**src/rtl/sram_port_arbiter.sv**
```systemverilog
// sram_port_arbiter: shares one SRAM-like memory port between instruction
// fetch (inst) and data access (data). Grants one master at a time, holds
// the grant until the slave takes the address, and keeps an in-order tag
// FIFO so each response is routed back to the master that issued it.
//
//   state | meaning
//   ------+-----------------------------------------------------------
//   IDLE  | no grant held; arbitration is combinational this cycle
//   HOLD  | grant latched in grant_q (0 = inst, 1 = data), waiting for
//         | mem_addr_ok; the other master is ignored
module sram_port_arbiter #(
  parameter int MAX_OUT   = 2,
  parameter int DATA_PRIO = 1
) (
  input  logic        clk,
  input  logic        rst,

  input  logic        inst_req,
  input  logic        inst_wr,
  input  logic [1:0]  inst_size,
  input  logic [3:0]  inst_wstrb,
  input  logic [31:0] inst_addr,
  input  logic [31:0] inst_wdata,
  output logic        inst_addr_ok,
  output logic        inst_data_ok,
  output logic [31:0] inst_rdata,

  input  logic        data_req,
  input  logic        data_wr,
  input  logic [1:0]  data_size,
  input  logic [3:0]  data_wstrb,
  input  logic [31:0] data_addr,
  input  logic [31:0] data_wdata,
  output logic        data_addr_ok,
  output logic        data_data_ok,
  output logic [31:0] data_rdata,

  output logic        mem_req,
  output logic        mem_wr,
  output logic [1:0]  mem_size,
  output logic [3:0]  mem_wstrb,
  output logic [31:0] mem_addr,
  output logic [31:0] mem_wdata,
  input  logic        mem_addr_ok,
  input  logic        mem_data_ok,
  input  logic [31:0] mem_rdata,

  output logic [2:0]  outstanding,
  output logic        err_rsp
);

  localparam logic [2:0] MAX_CNT  = 3'(MAX_OUT);
  localparam logic [1:0] PTR_LAST = 2'(MAX_OUT - 1);

  typedef enum logic {
    IDLE = 1'b0,
    HOLD = 1'b1
  } state_t;

  state_t      state_q;
  logic        grant_q;
  logic        last_q;
  logic        tag_q [4];
  logic [1:0]  head_q;
  logic [1:0]  tail_q;
  logic [2:0]  count_q;
  logic        err_q;

  logic        sel;
  logic        owner;
  logic        owner_req;
  logic        not_full;
  logic        req_int;
  logic        accept;
  logic        rsp_valid;
  logic        rsp_tag;

  // Pointers wrap at MAX_OUT, which need not be a power of two.
  function automatic logic [1:0] ptr_next(input logic [1:0] p);
    return (p == PTR_LAST) ? 2'd0 : p + 2'd1;
  endfunction

  // Arbitration among fresh requests; only meaningful while IDLE.
  always_comb begin
    sel = 1'b0;
    if (inst_req && !data_req) begin
      sel = 1'b0;
    end else if (data_req && !inst_req) begin
      sel = 1'b1;
    end else if (inst_req && data_req) begin
      sel = (DATA_PRIO != 0) ? 1'b1 : ~last_q;
    end
  end

  // Port ownership, flow control against the tag FIFO, accept/response qualification.
  always_comb begin
    owner     = (state_q == HOLD) ? grant_q : sel;
    owner_req = owner ? data_req : inst_req;
    not_full  = (count_q < MAX_CNT);
    req_int   = owner_req & not_full;
    accept    = req_int & mem_addr_ok;
    rsp_valid = mem_data_ok & (count_q != 3'd0);
    rsp_tag   = tag_q[head_q];
  end

  // Shared-port fields follow the owner; everything is forced low in reset.
  always_comb begin
    mem_req      = 1'b0;
    mem_wr       = 1'b0;
    mem_size     = 2'd0;
    mem_wstrb    = 4'd0;
    mem_addr     = 32'd0;
    mem_wdata    = 32'd0;
    inst_addr_ok = 1'b0;
    data_addr_ok = 1'b0;
    inst_data_ok = 1'b0;
    data_data_ok = 1'b0;
    inst_rdata   = 32'd0;
    data_rdata   = 32'd0;
    if (!rst) begin
      mem_req      = req_int;
      mem_wr       = owner ? data_wr    : inst_wr;
      mem_size     = owner ? data_size  : inst_size;
      mem_wstrb    = owner ? data_wstrb : inst_wstrb;
      mem_addr     = owner ? data_addr  : inst_addr;
      mem_wdata    = owner ? data_wdata : inst_wdata;
      inst_addr_ok = accept & ~owner;
      data_addr_ok = accept & owner;
      inst_data_ok = rsp_valid & ~rsp_tag;
      data_data_ok = rsp_valid & rsp_tag;
      inst_rdata   = mem_rdata;
      data_rdata   = mem_rdata;
    end
  end

  assign outstanding = count_q;
  assign err_rsp     = err_q;

  // Grant FSM, in-order tag FIFO, outstanding count and sticky error flag.
  always_ff @(posedge clk) begin
    if (rst) begin
      state_q <= IDLE;
      grant_q <= 1'b0;
      last_q  <= 1'b0;
      head_q  <= 2'd0;
      tail_q  <= 2'd0;
      count_q <= 3'd0;
      err_q   <= 1'b0;
      for (int i = 0; i < 4; i++) begin
        tag_q[i] <= 1'b0;
      end
    end else begin
      case (state_q)
        IDLE: begin
          if (req_int && !mem_addr_ok) begin
            state_q <= HOLD;
            grant_q <= sel;
          end
        end
        HOLD: begin
          // While the FIFO is full req_int is low, so the grant is kept.
          if (accept) begin
            state_q <= IDLE;
          end
        end
        default: state_q <= IDLE;
      endcase

      if (accept) begin
        tag_q[tail_q] <= owner;
        tail_q        <= ptr_next(tail_q);
        last_q        <= owner;
      end

      if (rsp_valid) begin
        head_q <= ptr_next(head_q);
      end

      case ({accept, rsp_valid})
        2'b10:   count_q <= count_q + 3'd1;
        2'b01:   count_q <= count_q - 3'd1;
        default: count_q <= count_q;
      endcase

      // A response with nothing in flight has no owner; flag it and drop it.
      if (mem_data_ok && (count_q == 3'd0)) begin
        err_q <= 1'b1;
      end
    end
  end

endmodule

```
**config.mk**
```make
export PLATFORM = sky130hd
export DESIGN_NAME = sram_port_arbiter
export DESIGN_NICKNAME = d
export VERILOG_FILES = /design/src/rtl/sram_port_arbiter.sv
export SDC_FILE = /design/constraint.sdc
export NUM_CORES = 1
export LEC_CHECK = 0
export CORE_AREA = 5 5 122 124
export DETAILED_ROUTE_END_ITERATION = 8
export DIE_AREA = 0 0 127 129
export GPL_ROUTABILITY_DRIVEN = 0
export PLACE_DENSITY = 0.68
export SLEW_MARGIN = 20
export SYNTH_ARGS = -nofsm -noshare
export SYNTH_HDL_FRONTEND = slang
export SYNTH_SLANG_ARGS = --single-unit
```
**constraint.sdc**
```tcl
create_clock -name clk -period 2.49 [get_ports clk]
set_input_delay 0.498 -clock clk [delete_from_list [all_inputs] [get_ports clk]]
set_output_delay 0.498 -clock clk [all_outputs]
set_load 0.005 [all_outputs]
```
==> impl_metrics.ini <==
[finish]
syn_to_final_growth_pct = 157.3
antenna-diode-count = 0
drive_above_1_share_pct = 9.353
seqCellArea_um2 = 362.8
multiInputGateArea_mm2 = 0.001515
fillers = 1387
fin_nets = 878
final-instance-count-excl-fill = 875

[sta]
rsz0062_at_grt = yes
slew_violations = 0
setup_viol = 14
finalCriticalPeriod_ns = 2.546
fin_ws_ns = -0.05602
tightest_slew_ns = 0.5343
min_period_over_period_pct = 102.2
finalHoldViolCount = 0
fmax_mhz = 392.8
max_slew_margin_pct = 64.07
finClkSkew_ns = 0.002111

[pwr]
pwr-share-seq_pct = 14.7
power.density_mw_per_mm2 = 455.7
p_clk_share_pct = 11.5
p_comb_share_pct = 73.8
ir_drop_v = 0.0003220
power_w = 0.002764
switching_share_pct = 35.65
p_switching_w = 0.0009853
p_int_w = 0.001779
power_leakage_nw = 3.091

[synth]
synth_nets = 567
synth_cell_types = 32
syn_area_per_cell_um2 = 6.123
ys_ff_latch = 16
synth_warnings = 0
synth_top_area_cell = nand2_1
synth_cells = 385
synth_top_area_share_pct = 22.61
ys_seq_area_share_pct = 15.29
synth_area_leaders = nand2_1 23%, a21oi_1 16%, dfxtp_1 10%
netlist_area_mm2 = 0.002357

[grt]
grt_max_degree = 39
gr-total-overflow = 0
grtUsageTotal_pct = 13.99
grt_pass1_wl_um = 18460
grt_antenna_before_repair = 0
grt_pass1_vias = 3470

[detailed_routing]
drtPass1Iterations = 4
vias = 3622
wl_per_cell_um = 15.32
drt_drc_violations_left = 0
drtIter0Drc = 169
drtAntennaViolNets = 0
viasPerCell = 4.139
drt-total-wl_um = 13410

[clock_tree]
numCtsBuffers = 3
clock_latency_ns = 0.25
cts_max_path_buffers = 2
clkTransAtPathRegs_ns = 0.05
htree_levels = 1
hold_buffers = 0
cts.sinks = 16
cts_tree = done
ctsRootBufferMaster = clkbuf_16

[worst_setup_path]
path_buf_inv = 5
cp-start-kind = flip-flop
cp-end-kind = output port
slowest_delay_ns = 0.46
crit_chain = buf_4 > mux2_4 > buf_12 > buf_12 > buf_16 > nand2_1 > a21oi_1 > clkdlybuf4s50_1
critPathKind = reg2out
path_max_fanout = 16
critPathArrivalTime_ns = 2.05
critPathTopFamily = buffers and inverters
cp.required_ns = 1.99
cpMaxStageDelayCell = clkdlybuf4s50_1
worst_path_most_repeated_cell = buf_12

[floorplanning]
start_util_pct = 17.25
die_x_um = 127
core_mm2 = 0.01367
io_pins = 324
std_cell_rows = 43
die_h_um = 129
fp.dieArea_mm2 = 0.01638

[hold_path]
hold_path_class = reg2reg

[run_status]
status = finished, violations left
failed_checks = setup timing

[placement]
dp_slack_ns = -0.3767
dpl.hpwl_um = 10630
port_buffers = 323
dp_cells = 861

[flow_run]
drv_cap = 0
worst register-to-register path, stage by stage, from the launching register on:
cell	delay, ns
dfxtp_2	0.37
buf_4	0.13
nand2b_1	0.07
o221a_2	0.29
inv_2	0.08
ha_2	0.19
inv_1	0.05
fa_1	0.37
xor2_1	0.16
or3_1	0.31
a21oi_1	0.14
final timing paths:
path	startpoint	end	slack (ns)	cells past startpoint
worst max-delay path	flip-flop	mem_wdata[19]	-0.06	8
worst min-delay path	head_q[1]$_SDFFE_PP0N_	flip-flop	0.44	2
worst max register to register	flip-flop	outstanding[2]$_SDFFE_PP0P_	0.26	10
worst min register to register	head_q[1]$_SDFFE_PP0N_	flip-flop	0.44	2
repair_timing:
action,CTS,global route
pin swaps,0,1
gates cloned,2,1
resized for setup,24,51
setup buffers,4,3
hold endpoints to repair,0,0
endpoints found under the setup margin,75,65
layout make-up:
class	count	area share, %
Sequential cell	16	5.982
Inverter	9	0.5569
Clock inverter	1	0.06188
Timing Repair Buffer	367	63.47
Tap cell	180	3.713
Clock buffer	3	1.238
Multi-Input combinational cell	299	24.98
synth_stat cells, drive strengths merged:
cell type / n
a31o: 2
clkbuf: 13
buf: 48
nand4b: 1
nor3: 4
a21boi: 1
a21oi: 77
inv: 9
o31ai: 1
xor2: 3
or3: 1
nand2: 142
nand3: 1
a211oi: 2
edfxtp: 4
nor3b: 2
a21o: 1
mux2i: 2
o221a: 1
dfxtp: 12
mux2: 2
mux4: 1
ha: 1
fa: 1
nor2: 11
nor2b: 33
o21ai: 2
nand2b: 5
o21bai: 2
placed cells by master, fill, tap and decap left out, drive strengths merged, types with 3 or more instances in the layout:
master	instances
buf	43
nor2	11
inv	9
dfxtp	12
nand2	142
dlymetal6s2s	48
a21oi	77
clkbuf	4
edfxtp	4
nor2b	33
dlygate4sd2	12
xor2	3
nor3	4
clkdlybuf4s50	261
nand2b	5
logic make-up (layout without fill, tap and decap cells):
kind of cell,count (synthesis),in the layout,share of synthesized area (%)
muxes,5,5,3.609
and+or+nand+nor,200,200,37.00
adders and majority gates,2,2,1.380
xor gates and xnor gates,3,3,1.115
buffers and inverters,70,380,21.34
DFF,16,16,15.29
AOI/OAI and AO/OA,89,89,20.28
layer usage:
layer / share of wire (%) / global-route usage (%)
met5: 0 / 0
met3: 8.5 / 3.861
met2: 48 / 23.60
met4: 2.1 / 3.344
met1: 42 / 17.77
metrics by stage:
| step | hold slack [ns] | setup TNS, ns | area [um2] | util (%) |
|---|---|---|---|---|
| after floorplan | 0.4217 | 0 | 2357 | - |
| after detailed placement | 0.4400 | -18.58 | 5674 | 41.52 |
| final | 0.4443 | -0.6177 | 6066 | 44.39 |
| after global placement | 0.4337 | -17.30 | 5674 | 41.52 |
| after global routing | 0.4706 | -1.964 | 6066 | 44.39 |
| after CTS | 0.4516 | -1.094 | 5874 | 42.99 |
power by group through the flow:
stage / sequential, W / combinational, W / clock [W]
2_1_floorplan: 0.000386 / 0.000878 / 0
3_3_place_gp: 0.000401 / 0.00190 / 0
3_5_place_dp: 0.000401 / 0.00191 / 0
4_1_cts: 0.000400 / 0.00203 / 0.000326
5_1_grt: 0.000415 / 0.00224 / 0.000340
6_report: 0.000405 / 0.00204 / 0.000318
(Power assumes the default switching activity.)
